==> src/rtl/lsu_mem_adapter_if.sv <==
// lsu_mem_adapter_if
// Groups the three handshakes of the load/store adapter into one bundle:
//   CPU request   : t_req_valid/t_req_ready, t_req_we, t_req_addr, t_req_size,
//                   t_req_unsigned, t_req_wdata
//   CPU response  : i_rsp_valid/i_rsp_ready, i_rsp_data, i_rsp_err
//   Memory request: i_mem_valid/t_mem_ready, i_mem_we, i_mem_addr, i_mem_data,
//                   i_mem_mask
//   Memory return : t_mem_valid/i_mem_ready, t_mem_data
// Modport "slave" is the adapter's view; "master" is the surrounding system.
interface lsu_mem_adapter_if #(
  parameter int AW = 15
);
  logic          t_req_valid;
  logic          t_req_ready;
  logic          t_req_we;
  logic [31:0]   t_req_addr;
  logic [1:0]    t_req_size;
  logic          t_req_unsigned;
  logic [31:0]   t_req_wdata;

  logic          i_rsp_valid;
  logic          i_rsp_ready;
  logic [31:0]   i_rsp_data;
  logic          i_rsp_err;

  logic          i_mem_valid;
  logic          t_mem_ready;
  logic          i_mem_we;
  logic [AW-1:0] i_mem_addr;
  logic [31:0]   i_mem_data;
  logic [3:0]    i_mem_mask;

  logic          t_mem_valid;
  logic [31:0]   t_mem_data;
  logic          i_mem_ready;

  modport slave (
    input  t_req_valid, t_req_we, t_req_addr, t_req_size, t_req_unsigned, t_req_wdata,
    output t_req_ready,
    output i_rsp_valid, i_rsp_data, i_rsp_err,
    input  i_rsp_ready,
    output i_mem_valid, i_mem_we, i_mem_addr, i_mem_data, i_mem_mask,
    input  t_mem_ready,
    input  t_mem_valid, t_mem_data,
    output i_mem_ready
  );

  modport master (
    output t_req_valid, t_req_we, t_req_addr, t_req_size, t_req_unsigned, t_req_wdata,
    input  t_req_ready,
    input  i_rsp_valid, i_rsp_data, i_rsp_err,
    output i_rsp_ready,
    input  i_mem_valid, i_mem_we, i_mem_addr, i_mem_data, i_mem_mask,
    output t_mem_ready,
    output t_mem_valid, t_mem_data,
    input  i_mem_ready
  );
endinterface

==> src/rtl/lsu_mem_adapter.sv <==
// lsu_mem_adapter
// Converts one CPU load/store request at a time into a word-wide memory
// access with byte-lane mask, and returns an aligned, extended load result.
// Ports:
//   clk  - single clock, rising edge
//   rstf - synchronous active-high reset
//   bus  - lsu_mem_adapter_if.slave (CPU request/response, memory request/return)
// Flow: IDLE -(legal)-> ISSUE -(store)-> RESP -> IDLE
//                             -(load)--> WAIT -> RESP
//       IDLE -(illegal)-> RESP (error response, no memory access)
module lsu_mem_adapter #(
  parameter int AW = 15
) (
  input logic               clk,
  input logic               rstf,
  lsu_mem_adapter_if.slave  bus
);

  localparam logic [1:0] IDLE  = 2'd0;
  localparam logic [1:0] ISSUE = 2'd1;
  localparam logic [1:0] WAIT  = 2'd2;
  localparam logic [1:0] RESP  = 2'd3;

  localparam logic [1:0] SZ_BYTE = 2'd0;
  localparam logic [1:0] SZ_HALF = 2'd1;
  localparam logic [1:0] SZ_WORD = 2'd2;

  // Misalignment, illegal size, or address beyond the memory.
  function automatic logic req_err(input logic [1:0] size, input logic [31:0] addr);
    logic bad_align;
    logic out_range;
    out_range = ((addr >> AW) != 32'd0);
    case (size)
      SZ_BYTE: bad_align = 1'b0;
      SZ_HALF: bad_align = addr[0];
      SZ_WORD: bad_align = (addr[1:0] != 2'b00);
      default: bad_align = 1'b1;
    endcase
    return bad_align | out_range;
  endfunction

  // Replicate right-aligned store data across the lanes it may land in.
  function automatic logic [31:0] store_lanes(input logic [1:0] size, input logic [31:0] wdata);
    logic [31:0] lanes;
    case (size)
      SZ_BYTE: lanes = {4{wdata[7:0]}};
      SZ_HALF: lanes = {2{wdata[15:0]}};
      default: lanes = wdata;
    endcase
    return lanes;
  endfunction

  // Byte-enable mask selecting the addressed lanes.
  function automatic logic [3:0] store_mask(input logic [1:0] size, input logic [1:0] off);
    logic [3:0] mask;
    case (size)
      SZ_BYTE: mask = 4'b0001 << off;
      SZ_HALF: mask = off[1] ? 4'b1100 : 4'b0011;
      default: mask = 4'b1111;
    endcase
    return mask;
  endfunction

  // Pick the addressed lane(s) out of the returned word and extend.
  function automatic logic [31:0] load_extract(input logic [1:0] size, input logic [1:0] off,
                                               input logic uns, input logic [31:0] data);
    logic [7:0]  lane;
    logic [15:0] half;
    logic [31:0] result;
    lane = data[{off, 3'b000} +: 8];
    half = off[1] ? data[31:16] : data[15:0];
    case (size)
      SZ_BYTE: result = {{24{~uns & lane[7]}}, lane};
      SZ_HALF: result = {{16{~uns & half[15]}}, half};
      default: result = data;
    endcase
    return result;
  endfunction

  logic [1:0]    state_r;
  logic [1:0]    size_r;
  logic [1:0]    off_r;
  logic          uns_r;
  logic          mem_valid_r;
  logic          mem_we_r;
  logic [AW-1:0] mem_addr_r;
  logic [31:0]   mem_data_r;
  logic [3:0]    mem_mask_r;
  logic          rsp_valid_r;
  logic          rsp_err_r;
  logic [31:0]   rsp_data_r;

  logic          cap_err_s;
  logic [31:0]   load_data_s;

  // Request classification and load-data alignment from current inputs/registers.
  always_comb begin
    cap_err_s   = req_err(bus.t_req_size, bus.t_req_addr);
    load_data_s = load_extract(size_r, off_r, uns_r, bus.t_mem_data);
  end

  // Ready is withheld during reset so nothing is accepted on a reset edge.
  assign bus.t_req_ready = (state_r == IDLE) && !rstf;
  assign bus.i_mem_ready = (state_r == WAIT);
  assign bus.i_mem_valid = mem_valid_r;
  assign bus.i_mem_we    = mem_we_r;
  assign bus.i_mem_addr  = mem_addr_r;
  assign bus.i_mem_data  = mem_data_r;
  assign bus.i_mem_mask  = mem_mask_r;
  assign bus.i_rsp_valid = rsp_valid_r;
  assign bus.i_rsp_data  = rsp_data_r;
  assign bus.i_rsp_err   = rsp_err_r;

  // Transaction FSM with all bus-facing fields held in registers.
  always_ff @(posedge clk) begin
    if (rstf) begin
      state_r     <= IDLE;
      size_r      <= 2'd0;
      off_r       <= 2'd0;
      uns_r       <= 1'b0;
      mem_valid_r <= 1'b0;
      mem_we_r    <= 1'b0;
      mem_addr_r  <= '0;
      mem_data_r  <= 32'd0;
      mem_mask_r  <= 4'd0;
      rsp_valid_r <= 1'b0;
      rsp_err_r   <= 1'b0;
      rsp_data_r  <= 32'd0;
    end else begin
      case (state_r)
        IDLE: begin
          if (bus.t_req_valid) begin
            size_r <= bus.t_req_size;
            off_r  <= bus.t_req_addr[1:0];
            uns_r  <= bus.t_req_unsigned;
            if (cap_err_s) begin
              rsp_valid_r <= 1'b1;
              rsp_err_r   <= 1'b1;
              rsp_data_r  <= 32'd0;
              state_r     <= RESP;
            end else begin
              mem_valid_r <= 1'b1;
              mem_we_r    <= bus.t_req_we;
              mem_addr_r  <= {bus.t_req_addr[AW-1:2], 2'b00};
              // Loads read the full word; lane selection happens on return.
              mem_data_r  <= bus.t_req_we ? store_lanes(bus.t_req_size, bus.t_req_wdata) : 32'd0;
              mem_mask_r  <= bus.t_req_we ? store_mask(bus.t_req_size, bus.t_req_addr[1:0])
                                          : 4'b1111;
              state_r     <= ISSUE;
            end
          end
        end
        ISSUE: begin
          if (bus.t_mem_ready) begin
            mem_valid_r <= 1'b0;
            if (mem_we_r) begin
              rsp_valid_r <= 1'b1;
              rsp_err_r   <= 1'b0;
              rsp_data_r  <= 32'd0;
              state_r     <= RESP;
            end else begin
              state_r <= WAIT;
            end
          end
        end
        WAIT: begin
          if (bus.t_mem_valid) begin
            rsp_valid_r <= 1'b1;
            rsp_err_r   <= 1'b0;
            rsp_data_r  <= load_data_s;
            state_r     <= RESP;
          end
        end
        RESP: begin
          if (bus.i_rsp_ready) begin
            rsp_valid_r <= 1'b0;
            state_r     <= IDLE;
          end
        end
        default: begin
          mem_valid_r <= 1'b0;
          rsp_valid_r <= 1'b0;
          state_r     <= IDLE;
        end
      endcase
    end
  end

endmodule

==> src/flat_wrapper.sv <==
// flat-port wrapper written by rule: the top's interface ports become plain ports
module lsu_mem_adapter_flat 
#(
  parameter int AW = 15
)
  (clk, rstf, bus_t_req_valid, bus_t_req_we, bus_t_req_addr, bus_t_req_size, bus_t_req_unsigned, bus_t_req_wdata, bus_t_req_ready, bus_i_rsp_valid, bus_i_rsp_data, bus_i_rsp_err, bus_i_rsp_ready, bus_i_mem_valid, bus_i_mem_we, bus_i_mem_addr, bus_i_mem_data, bus_i_mem_mask, bus_t_mem_ready, bus_t_mem_valid, bus_t_mem_data, bus_i_mem_ready);
  lsu_mem_adapter_if #(.AW(AW)) bus_i ();
  input logic clk;
  input logic rstf;
  input wire logic [$bits(bus_i.t_req_valid)-1:0] bus_t_req_valid;
  input wire logic [$bits(bus_i.t_req_we)-1:0] bus_t_req_we;
  input wire logic [$bits(bus_i.t_req_addr)-1:0] bus_t_req_addr;
  input wire logic [$bits(bus_i.t_req_size)-1:0] bus_t_req_size;
  input wire logic [$bits(bus_i.t_req_unsigned)-1:0] bus_t_req_unsigned;
  input wire logic [$bits(bus_i.t_req_wdata)-1:0] bus_t_req_wdata;
  output wire logic [$bits(bus_i.t_req_ready)-1:0] bus_t_req_ready;
  output wire logic [$bits(bus_i.i_rsp_valid)-1:0] bus_i_rsp_valid;
  output wire logic [$bits(bus_i.i_rsp_data)-1:0] bus_i_rsp_data;
  output wire logic [$bits(bus_i.i_rsp_err)-1:0] bus_i_rsp_err;
  input wire logic [$bits(bus_i.i_rsp_ready)-1:0] bus_i_rsp_ready;
  output wire logic [$bits(bus_i.i_mem_valid)-1:0] bus_i_mem_valid;
  output wire logic [$bits(bus_i.i_mem_we)-1:0] bus_i_mem_we;
  output wire logic [$bits(bus_i.i_mem_addr)-1:0] bus_i_mem_addr;
  output wire logic [$bits(bus_i.i_mem_data)-1:0] bus_i_mem_data;
  output wire logic [$bits(bus_i.i_mem_mask)-1:0] bus_i_mem_mask;
  input wire logic [$bits(bus_i.t_mem_ready)-1:0] bus_t_mem_ready;
  input wire logic [$bits(bus_i.t_mem_valid)-1:0] bus_t_mem_valid;
  input wire logic [$bits(bus_i.t_mem_data)-1:0] bus_t_mem_data;
  output wire logic [$bits(bus_i.i_mem_ready)-1:0] bus_i_mem_ready;
  assign bus_i.t_req_valid = bus_t_req_valid;
  assign bus_i.t_req_we = bus_t_req_we;
  assign bus_i.t_req_addr = bus_t_req_addr;
  assign bus_i.t_req_size = bus_t_req_size;
  assign bus_i.t_req_unsigned = bus_t_req_unsigned;
  assign bus_i.t_req_wdata = bus_t_req_wdata;
  assign bus_t_req_ready = bus_i.t_req_ready;
  assign bus_i_rsp_valid = bus_i.i_rsp_valid;
  assign bus_i_rsp_data = bus_i.i_rsp_data;
  assign bus_i_rsp_err = bus_i.i_rsp_err;
  assign bus_i.i_rsp_ready = bus_i_rsp_ready;
  assign bus_i_mem_valid = bus_i.i_mem_valid;
  assign bus_i_mem_we = bus_i.i_mem_we;
  assign bus_i_mem_addr = bus_i.i_mem_addr;
  assign bus_i_mem_data = bus_i.i_mem_data;
  assign bus_i_mem_mask = bus_i.i_mem_mask;
  assign bus_i.t_mem_ready = bus_t_mem_ready;
  assign bus_i.t_mem_valid = bus_t_mem_valid;
  assign bus_i.t_mem_data = bus_t_mem_data;
  assign bus_i_mem_ready = bus_i.i_mem_ready;
  lsu_mem_adapter #(.AW(AW)) u_core (.clk(clk), .rstf(rstf), .bus(bus_i));
endmodule
==> config.mk <==
export PLATFORM = sky130hd
export DESIGN_NAME = lsu_mem_adapter_flat
export DESIGN_NICKNAME = d
export VERILOG_FILES = /design/src/rtl/lsu_mem_adapter_if.sv /design/src/rtl/lsu_mem_adapter.sv /design/src/flat_wrapper.sv
export SDC_FILE = /design/constraint.sdc
export NUM_CORES = 1
export LEC_CHECK = 0
export BUFFER_PORTS_ARGS = -buffer_cell sky130_fd_sc_hd__buf_2
export CORE_MARGIN = 2
export CORE_UTILIZATION = 42
export DETAILED_ROUTE_END_ITERATION = 7
export GPL_TIMING_DRIVEN = 1
export MAX_ROUTING_LAYER = met4
export PLACE_DENSITY_LB_ADDON = 0.15
export SLEW_MARGIN = 20
export SYNTH_ARGS = -nofsm -noshare
export SYNTH_HDL_FRONTEND = slang
export SYNTH_SLANG_ARGS = --single-unit
==> constraint.sdc <==
create_clock -name clk -period 2.4 [get_ports clk]
set_clock_uncertainty 0.2 [all_clocks]
set_input_delay 0.48 -clock clk [delete_from_list [all_inputs] [get_ports clk]]
set_output_delay 0.48 -clock clk [all_outputs]
set_load 0.05 [all_outputs]
# Word level (Yosys, flattened, before mapping)
# Cells that the tools add are included.
# W data, S select, Z words.
dict set report word_totals {
  reg_bits 92
  out_inout_bits 89
}
dict set report op_classes {
  eq_ne 13
  n_shift 2
  n_mux 36
  n_bitwise 5
  n_reduce_logical 15
}
# op n
set ops {}
lappend ops {{$mux W32} 6}
lappend ops {{$pmux W32 S2} 2}
lappend ops {{$pmux W32 S3} 1}
lappend ops {{$reduce_bool A32 Y1} 1}
lappend ops {{$shiftx A32 B6 Y8} 1}
lappend ops {{$mux W16} 1}
lappend ops {{$mux W1} 13}
lappend ops {{$reduce_and A6 Y1} 2}
lappend ops {{$mux W2} 5}
lappend ops {{$ne A2 B2 Y1 const B} 5}
lappend ops {{$mux W4} 2}
lappend ops {{$pmux W2 S4} 1}
lappend ops {{$pmux W4 S2} 1}
lappend ops {{$reduce_and A4 Y1} 2}
lappend ops {{$eq A2 B1 Y1 const B} 3}
lappend ops {{$eq A2 B2 Y1 const B} 3}
lappend ops {{$logic_not A2 Y1} 3}
lappend ops {{$pmux W1 S3} 2}
lappend ops {{$ne A2 B1 Y1 const B} 2}
lappend ops {{$pmux W1 S4} 1}
lappend ops {{$reduce_bool A2 Y1} 2}
lappend ops {{$shl A1 B2 Y4 const A} 1}
lappend ops {{$reduce_and A3 Y1} 1}
lappend ops {{$reduce_bool A3 Y1} 1}
lappend ops {{7 further kinds} 9}

# Longest topological paths before layout
# Gate-level depths: netlist (run 1).
dict set report depth {
  depth_word 6
  ltp_mapped 9
  ltp_nobuf 7
}

# Worst setup path before layout (run 1)
# OpenSTA, ideal clock, no wires.
dict set report synth_path {
  kind {reg-to-reg}
  start {reg u_core.state_r[0]}
  end {reg u_core.rsp_data_r[16] (netlist: u_core.bus.i_rsp_data[16])}
  arrival_ps 2165
  path_slack_ps -25
  stages_incl_launch_ff 9
  n_path_buf 1
  path_cell_list {dfxtp_1 -> inv_1 -> ha_1 -> nor2b_1 -> nor4_1 -> o211ai_2 -> nor3_2 -> buf_2 -> a22o_1}
}
dict set report synth_between {
  elab_chain_len 3
}
# item line
set synth_lines {}
lappend synth_lines {{from (decl)} lsu_mem_adapter.sv:80} ;# logic [1:0] state_r;
lappend synth_lines {{from (signal assigned)} lsu_mem_adapter.sv:117} ;# state_r <= IDLE;
lappend synth_lines {{from (signal assigned)} lsu_mem_adapter.sv:140} ;# state_r <= RESP;
lappend synth_lines {{from (signal assigned)} lsu_mem_adapter.sv:149} ;# state_r <= ISSUE;
lappend synth_lines {{$eq A2 B2 Y1 (*)} --}
lappend synth_lines {{via bus_i_mem_ready} flat_wrapper.sv:29} ;# output wire logic [$bits(bus_i.i_mem_ready)-1:0] bus_i_mem_ready;
lappend synth_lines {{$ne A2 B2 Y1 (no line) / $reduce_bool A3 Y1 (equally long branches)} --}
lappend synth_lines {{$reduce_and A6 Y1 (no line)} --}
lappend synth_lines {{to (signal assigned)} lsu_mem_adapter.sv:170} ;# rsp_data_r <= load_data_s;
lappend synth_lines {{to (decl)} lsu_mem_adapter.sv:91} ;# logic [31:0] rsp_data_r;
# The timed path passes the listed nets; every way through them passes the cells marked *.
# A chain may end at the register's enable or synchronous reset.

# Worst setup path after layout (run 1)
dict set report layout_path {
  start {reg u_core.state_r[0]}
  end {reg u_core.rsp_data_r[21] (netlist: u_core.bus.i_rsp_data[21])}
}
dict set report layout_between {
  elab_chain_len 3
}
# item line
set layout_lines {}
lappend layout_lines {{$eq A2 B1 Y1 (tied with other cells)} lsu_mem_adapter.sv:130} ;# case (state_r)
lappend layout_lines {{$ne A2 B1 Y1 (no line) (tied with other cells)} --}
lappend layout_lines {{$reduce_and A6 Y1 (no line)} --}
# Several ways; a longest one is shown, not always the timed one.

==> run summary, run 1 <==
The flow ran to the end, and the final reports show no timing, DRC or antenna violations. DRC marker count from the first detailed-route iteration: 170. Counting flops and latches in the post-synthesis netlist gives 92. Main flop type after synthesis: sky130_fd_sc_hd__dfxtp_1. The utilization after layout was 0.586.

The die span in x is 104 µm. Fraction of power spent switching nets: 0.380. The critical path in this run is classified as register to register.

The tools report the initial antenna violation count as 0. In the routed design, unresolved DRC markers number 0. The reported net switching power is 1650 µW. Synthesis handed over a netlist of 442 instances. The worst hold path begins at bus_t_req_addr[10]. The area growth from synthesis to layout is 36.2%. The number of buffers on the longest clock path came out at 2.

The critical path launch point type is a register. The logs give 4180 µm² for the total standard cell area after synthesis and 0 for the max-slew violation count. Count of vias placed by the detailed router: 4041.

The clock latency reported for the late side of the worst-skew pair was 0.36 ns. The tools report the kind of end point of the critical path as a register. Leaving out fill and tap cells, the most frequent cells in the layout are sky130_fd_sc_hd__buf_2, sky130_fd_sc_hd__dfxtp_1, sky130_fd_sc_hd__mux2i_1, sky130_fd_sc_hd__a22o_1, sky130_fd_sc_hd__nor2_1. After detailed placement, the total cell area comes to 5460 µm².

The first detailed-routing pass ran for 5 iterations. After floorplanning, the core was sized to cover 9730 µm². Of all cell types, the one taking the most synthesized area is sky130_fd_sc_hd__dfxtp_1.

The logs give 2.31 ns for the arrival time reported for the critical path endpoint and 9150 µm for the half-perimeter wire length of the detailed placement result. The detailed-route wire length per cell is 15.5 µm. The effective utilization at floorplan is 0.430. Yosys mapped a number of flops with a built-in enable equal to 0.

The number of cells on the worst hold path is 3, and the share of Yosys cell area claimed by the top area cell type is 0.440. The run gives 0.311 mV as the largest voltage drop on the vdd net. The portion of total power attributed to sequential cells is 0.395, and the die extent in y is 104 µm.

The number of cell rows was 36; the number of buffer and inverter instances along the worst setup path was 3. Post-route cell area: 5700 µm². The tools report the first-pass GRT wire length as 19800 µm. The final layout net count was 756.

The tools report the worst min-delay path endpoint as u_core.bus.i_mem_addr[10]$_SDFFE_PP0P_. The count of input and output buffers works out to 192. The tools report the via count of the first global-routing pass as 3978. At the worst endpoint, the required time is 2.45 ns. The largest fanout on the critical path works out to 32.

The routability-driven placement congestion ratio is 0.889, and the clock-pin slew reported for the worst setup and hold paths after clock tree synthesis is 0.09 ns. The headroom to the max-slew limit is 0.621. The most common cell after layout, fill and taps aside is sky130_fd_sc_hd__buf_2.

The worst register-to-register path ends at u_core.bus.i_rsp_data[21]$_SDFFE_PP0P_. The total placed cells including tap cells is 764. Part of the total power dissipated in the clock network: 0.217. The power density over the cells works out to 760 nW/µm². The multi-input combinational cell area is 2150 µm², and the hold violation total from the final report is 0. The tools report the number of max-cap violations as 0. 0 antenna diodes ended up in the layout. TritonCTS built the clock tree. Setup repair after global routing left no endpoint under its margin.

The share of synthesized area occupied by flip-flops and latches came out at 0.440. The fraction of layout cells with a size suffix above 1 works out to 0.392. The largest individual stage delay along the critical path comes from the cell sky130_fd_sc_hd__dfxtp_1.

On the final layout, the worst hold slack is 0.150 ns. Combinational share of power: 0.388. CTS saw 92 sinks.

A synthesized cell averages 9.47 µm². 195 I/O pins were placed. Type of the most critical hold path: input pin to register. Async set or reset register ratio after synthesis: 0. For the remaining antenna violation count after routing, the log shows 0. Cell internal power was estimated by the tool at 2680 µW. The count of hold buffers inserted by post-cts repair is 0. Global routing finished with a remaining overflow of 0.

The tools report the storage element area as 1840 µm². Yosys attributes the largest share of cell area to sky130_fd_sc_hd__dfxtp_1, sky130_fd_sc_hd__mux2i_1, sky130_fd_sc_hd__a22o_1. Setup violations remaining at the end of the flow were counted as 0. The tools report the library cell used as clock root buffer as sky130_fd_sc_hd__clkbuf_8. The maximum level of the CTS H-tree is 3, and the final clock period utilization by the worst path is 0.941. Across all register-to-register paths, the minimum setup slack is 0.14 ns. Counting the fill cells in the layout gives 927.

The netlist uses 43 different library cells. TritonCTS created 9 clock buffers. The leakage power summed over all cells is 0.00269 µW.

Yosys printed 0 warnings. The worst register-to-register path has a depth of 9. Entering global routing, the biggest net connects 33 pins.

The routed design could run at a clock period as short as 2.26 ns. For the global-route usage over all layers, the log shows 0.233. On the worst path, the slowest cell contributes a delay of 0.39 ns. The fmax was 443 MHz. The run gives 12200 µm as the total wirelength of the detailed-routed design. The slew at the pin closest to its max-slew limit is 0.565 ns. In the routed layout, each cell is associated on average with a via count of 5.16. In this run the critical register-to-register path is launched from u_core.state_r[0]$_SDFFE_PP0P_. Die outline area: 10800 µm².

After the flow finishes, the layout carries non-filler instances totaling 783. The cell family contributing the most delay on the critical path is simple AND/OR/NAND/NOR gates. Walking the worst path, the cells encountered are inv_2, ha_2, nor2b_1, nor4_2, o211ai_2, buf_4, nor2b_2, buf_12, a22o_1.
==> repair_timing <==
action,4_1_cts,5_1_grt
setup buffers,0,3
gates cloned,0,0
pin swaps,0,3
gates resized for setup,1,6
setup endpoints to repair,16,82
==> logic make-up (layout without fill, tap and decap cells) <==
logic type / Yosys count / after routing / share of synthesized area
buffers and inverters: 53 / 260 / 0.0568
AO/OA/AOI/OAI: 136 / 136 / 0.242
multiplexers: 48 / 48 / 0.115
adder cells (fa/ha/maj): 5 / 5 / 0.0150
flip-flops: 92 / 92 / 0.440
other: 1 / 2 / 0.000896
AND/OR/NAND/NOR: 107 / 107 / 0.130
==> registers in the layout (all words and copies together), names as in the netlist, 2 cells and up <==
signal,count
u_core.bus.i_mem_addr,13
u_core.size_r,2
u_core.state_r,2
u_core.bus.i_mem_data,32
u_core.bus.i_rsp_data,32
u_core.off_r,2
u_core.bus.i_mem_mask,4
==> worst register-to-register path, delay by kind of cell, from the launching register on <==
kind	cells	cell delay, ns
simple gates	3	0.58
flops	1	0.39
buf+inv	3	0.39
compound gates	2	0.38
fa+ha+maj	1	0.20
==> how the worst max path moves through the flow <==
stage	startpoint	slack, ns	depth (start not counted)	to
2_1_floorplan	u_core.state_r[0]$_SDFFE_PP0P_	0.08	4	bus_t_req_ready
3_3_place_gp	u_core.state_r[0]$_SDFFE_PP0P_	-0.08	7	u_core.bus.i_rsp_data[18]$_SDFFE_PP0P_
3_5_place_dp	u_core.state_r[0]$_SDFFE_PP0P_	-0.20	7	u_core.bus.i_rsp_data[21]$_SDFFE_PP0P_
4_1_cts	u_core.state_r[0]$_SDFFE_PP0P_	0.008	7	u_core.bus.i_rsp_data[21]$_SDFFE_PP0P_
5_1_grt	u_core.state_r[1]$_SDFFE_PP0P_	0.02	9	u_core.bus.i_rsp_data[14]$_SDFFE_PP0P_
6_report	u_core.state_r[0]$_SDFFE_PP0P_	0.14	9	u_core.bus.i_rsp_data[21]$_SDFFE_PP0P_
==> synth_stat cells, types with 2 or more instances <==
cell type and number:
sky130_fd_sc_hd__a22o_1 48, sky130_fd_sc_hd__dfxtp_1 92, sky130_fd_sc_hd__nor3_1 3, sky130_fd_sc_hd__o22ai_1 2
sky130_fd_sc_hd__a22oi_1 7, sky130_fd_sc_hd__a311oi_1 4, sky130_fd_sc_hd__nand3_1 6, sky130_fd_sc_hd__o2bb2ai_1 16
sky130_fd_sc_hd__nand2b_1 21, sky130_fd_sc_hd__a31oi_1 7, sky130_fd_sc_hd__or3_1 2, sky130_fd_sc_hd__inv_1 18
sky130_fd_sc_hd__a21oi_1 10, sky130_fd_sc_hd__nand2_1 23, sky130_fd_sc_hd__clkbuf_1 15, sky130_fd_sc_hd__buf_4 7
sky130_fd_sc_hd__o221ai_1 2, sky130_fd_sc_hd__nor2_1 33, sky130_fd_sc_hd__nor4_1 5, sky130_fd_sc_hd__mux2i_1 48
sky130_fd_sc_hd__o21bai_1 2, sky130_fd_sc_hd__nor2b_1 7, sky130_fd_sc_hd__buf_1 3, sky130_fd_sc_hd__o21ai_0 30
sky130_fd_sc_hd__ha_1 5, sky130_fd_sc_hd__buf_2 9
==> final cells by class <==
type	instances	share of cell area
Multi-Input combinational cell	298	0.377
Inverter	18	0.0119
Sequential cell	92	0.323
Clock inverter	4	0.00439
Timing Repair Buffer	226	0.229
Clock buffer	12	0.0255
Tap cell	133	0.0292
==> per-layer routing <==
layer / GRT usage / up-vias / routed length, µm / part of all wire
met5: - / - / 0 / 0
met2: 0.381 / 147 / 5790 / 0.48
met4: 0.0820 / 0 / 246 / 0.020
li1: - / 2007 / - / -
met3: 0.0428 / 22 / 718 / 0.059
met1: 0.289 / 1865 / 5420 / 0.45
==> metrics by stage <==
step,worst slack (ns),setup TNS [ns],power (µW)
CTS,0.00765,0,4320
finish,0.141,0,4330
floorplan,0.0773,0,2840
global route,0.0203,0,4590
global placement,-0.0843,-1.33,3350
detailed placement,-0.199,-3.13,3380
==> power by group through the flow <==
stage / registers, µW / logic, µW / clock network, µW
CTS: 1710 / 1640 / 962
finish: 1710 / 1680 / 937
floorplan: 2050 / 787 / 0
global route: 1730 / 1830 / 1040
detailed placement: 1750 / 1630 / 0
global placement: 1740 / 1600 / 0
No activity file was read; power rests on OpenSTA's default activity.
==> run 2: changes to the inputs <==
Settings changed: CORE_UTILIZATION 42 to 45, RECOVER_POWER set to 25.
Clock period 2.4 ns to 2.1 ns, I/O delays scaled along.
==> run 2 against run 1 <==
Against the previous run: critical endpoint is now u_core.bus.i_rsp_err$_SDFFE_PP0P_; first-iteration DRC count increased by 1.8%; via count increased by 5.0%; design area increased by 9.3%; register-to-register slack got worse by 0.23 ns; non-clock buffer count increased by 23; worst hold slack got worse by 0.054 ns; worst setup slack got worse by 0.23 ns; die area decreased by 6.4%; highest routed layer unchanged; sequential share of layout area decreased by 2.7 points; the flow now finishes with violations (setup timing); wire length increased by 6.6%; flip-flop and latch count unchanged.
==> run summary, run 2 (synthesized netlist as in run 1, its figures left out) <==
The maximum number of pins on one net before global-route repair was 35 (+6.1%); the number of buffer and inverter instances along the worst setup path was 4 (+1). The logs give 33 (+33) for the setup-violating endpoint count in the final report and 2.19 ns (-0.26 ns) for the critical path data required time. Die outline area: 10100 µm² (-6.4%). The top-level port count is 195 (unchanged). The kind of end point of the critical path was a register.

The count of vias placed by the detailed router came out at 4245 (+5.0%). The final non-filler cell total came out at 786 (+0.38%). The detailed-route wire length per cell works out to 16.5 µm (+6.2%).

The cell family contributing the most delay on the critical path is simple AND/OR/NAND/NOR gates. The tools report the count of antenna diodes in the layout as 0 (unchanged). The library cell used as clock root buffer is sky130_fd_sc_hd__clkbuf_8. The count of input and output buffers works out to 192 (unchanged). The headroom to the max-slew limit is 0.635 (+0.0135), and the initial antenna violation count is 0 (unchanged). The largest fanout on the critical path is 5 (-84%). Counting stages on the worst path, the most repeated cell is sky130_fd_sc_hd__buf_6. The fmax came out at 456 MHz (+3.1%). The run gives 2.28 ns (-0.03 ns) as the arrival time reported for the critical path endpoint. The final layout net count is 781 (+3.3%). Combinational share of power: 0.426 (+0.038). The least setup slack across all paths after layout is -0.0922 ns (-0.233 ns).

The critical path in this run is classified as register to register. For the global-route usage over all layers, the log shows 0.246 (+0.0130). The highest-delay cell along the critical path is sky130_fd_sc_hd__dfxtp_4.

The clock latency reported for the late side of the worst-skew pair was 0.35 ns (about the same); the number of inserted filler cells in the final layout was 752 (-19%). The portion of total power attributed to sequential cells was 0.350 (-0.045). For the remaining antenna violation count after routing, the log shows 0 (unchanged). The logs give 0.476 mV (+53%) for the largest voltage drop on the vdd net and 3490 µW (+30%) for the design internal power. Number of vias per cell: 5.40 (+4.6%).

The checks that failed: setup timing. The reported net switching power came out at 2120 µW (+29%). The slew at the pin closest to its max-slew limit is 0.548 ns (-0.0171 ns), and the total wirelength of the detailed-routed design is 13000 µm (+6.6%). TritonCTS built the clock tree.

The half-perimeter wire length of the detailed placement result was 8870 µm (-3.1%). The via count of the first global-routing pass is 4051 (+1.8%). The fraction of layout cells with a size suffix above 1 came out at 0.462 (+0.0699). The startpoint identified for the worst hold timing path is bus_t_req_addr[3].

The die span in x is 100 µm (-3.3%), and the maximum level of the CTS H-tree is 3 (unchanged). The start point of the critical path was u_core.state_r[1]$_SDFFE_PP0P_. The first-pass GRT wire length is 19500 µm (-1.5%). For the number of cell rows, the log shows 35 (-2.8%). In the layout the commonest cells are sky130_fd_sc_hd__buf_2, sky130_fd_sc_hd__dfxtp_1, sky130_fd_sc_hd__a22o_1. In this run the worst hold path is classified as input pin to register. The routability-driven placement congestion ratio was 0.853 (-4.0%). The post-route cell area came out at 6230 µm² (+9.3%).

The part of the total power dissipated in the clock network was 0.223 (+0.006); the first-pass detailed-route iteration total was 5 (unchanged). The die extent in y was 100 µm (-3.3%). The tools report the storage element area as 1850 µm² (+0.27%).

The max-slew violation count was 0 (unchanged). The total placed cells including tap cells is 749 (-2.0%), and the peak per-stage delay on the critical path is 0.36 ns (-0.03 ns). The placed cell area came out at 5540 µm² (+1.5%). Traced cell by cell, the critical path runs through inv_4, buf_6, ha_4, nor2b_4, nor4_4, o211ai_4, buf_4, buf_6, or2_2, a21oi_2. The hold violation total from the final report was 0 (unchanged). The library cell used most frequently in the layout, excluding fill and tap cells, is sky130_fd_sc_hd__buf_2. The leakage power summed over all cells was 0.00292 µW (+8.7%). The number of buffers on the longest clock path is 2 (unchanged), and the count of hold buffers inserted by post-cts repair is 0 (unchanged). The fraction of power spent switching nets was 0.377 (-0.00263). For the effective utilization at floorplan, the log shows 0.459 (+0.0293). Clock-pin slew reported for the worst setup and hold paths after clock tree synthesis: 0.10 ns (about the same).

The number of clock buffers inserted by TritonCTS is 9 (unchanged). The minimum clock period after layout was 2.19 ns (-0.0669 ns). The worst register-to-register path begins at u_core.state_r[1]$_SDFFE_PP0P_. The power density over the cells is 900 nW/µm² (+18%), and the total congestion overflow after global routing is 0 (unchanged). The tools report the DRC violation count after routing as 0 (unchanged). The standard cell core area is 9110 µm² (-6.4%).

The clock sink count came out at 92 (unchanged). The tools report the DRC marker count from the first detailed-route iteration as 173 (+1.8%). Final clock period utilization by the worst path: 1.04 (+0.103).

Multi-input combinational cell area: 2420 µm² (+13%). The flow ran to the end, but the final reports show violations. Critical path launch point type: a register. The number of max-cap violations came out at 0 (unchanged). The area growth from synthesis to layout is 48.9%.

Setup repair after global routing could not meet its margin everywhere.
run 2: cell count changes in the layout (fill, tap and decap cells not counted), moves of 3 or more:
cell / previous run / this run
sky130_fd_sc_hd__nor2b_4: 0 / 4
sky130_fd_sc_hd__buf_4: 27 / 37
sky130_fd_sc_hd__buf_6: 0 / 10
sky130_fd_sc_hd__nor2b_1: 6 / 3
sky130_fd_sc_hd__o2bb2ai_1: 16 / 0
sky130_fd_sc_hd__o2bb2ai_2: 0 / 15
sky130_fd_sc_hd__ha_4: 0 / 3
sky130_fd_sc_hd__nor4_1: 4 / 1
run 2: worst register-to-register path: cells and delay by family, from the launching register on:
family	cells	cell delay (ns)
simple gates	3	0.72
buf+inv	4	0.42
compound gates	2	0.29
flops	1	0.36
fa+ha+maj	1	0.15
run 2: final cells by class:
cell class | count | share of cell area
clock buffers | 9 | 0.0199
clock inverters | 7 | 0.0133
inverters | 18 | 0.0112
multi-input cells | 300 | 0.388
flip-flops and latches | 92 | 0.297
well taps | 111 | 0.0223
repair buffers | 249 | 0.249
run 2: metrics by stage:
stage                      util  setup WS, ns  setup TNS (ns)  hold slack (ns)  total power [µW]
after floorplan               -       -0.0489           -1.13            0.264              3310
after global placement    0.608        -0.206          -11.72            0.239              3890
after detailed placement  0.608        -0.294          -14.79            0.245              3920
after CTS                 0.656       -0.0722           -1.86           0.0737              5560
after global routing      0.684        -0.172           -6.86           0.0952              5890
final                     0.684       -0.0922           -2.13           0.0951              5600
run 2: final timing paths:
check	depth (start not counted)	slack, ns	to
setup / recovery	10	-0.09	u_core.bus.i_rsp_err$_SDFFE_PP0P_
hold / removal	3	0.1	u_core.bus.i_mem_addr[3]$_SDFFE_PP0P_
setup reg to reg	10	-0.09	u_core.bus.i_rsp_err$_SDFFE_PP0P_
hold reg to reg	1	0.28	u_core.bus.i_mem_data[22]$_SDFFE_PP0P_
run 2: repair_timing:
item | in CTS | in global routing
setup buffers | 10 | 9
endpoints found under the setup margin | 68 | 82
pin swaps | 36 | 31
resized for setup | 19 | 33
cloned | 2 | 5
run 2: per-layer routing:
metal	vias up	global-route usage	share of wire
met5	-	-	0
met1	2013	0.307	0.42
met4	0	0.0738	0.014
met3	18	0.0376	0.054
met2	145	0.411	0.51
li1	2069	-	-
run 2: power by group through the flow:
stage | Sequential, µW | Clock, µW | Combinational, µW
final | 1960 | 1250 | 2390
after global routing | 1980 | 1340 | 2560
after CTS | 1960 | 1290 | 2310
after detailed placement | 2000 | 0 | 1920
after global placement | 2000 | 0 | 1900
after floorplan | 2350 | 0 | 952
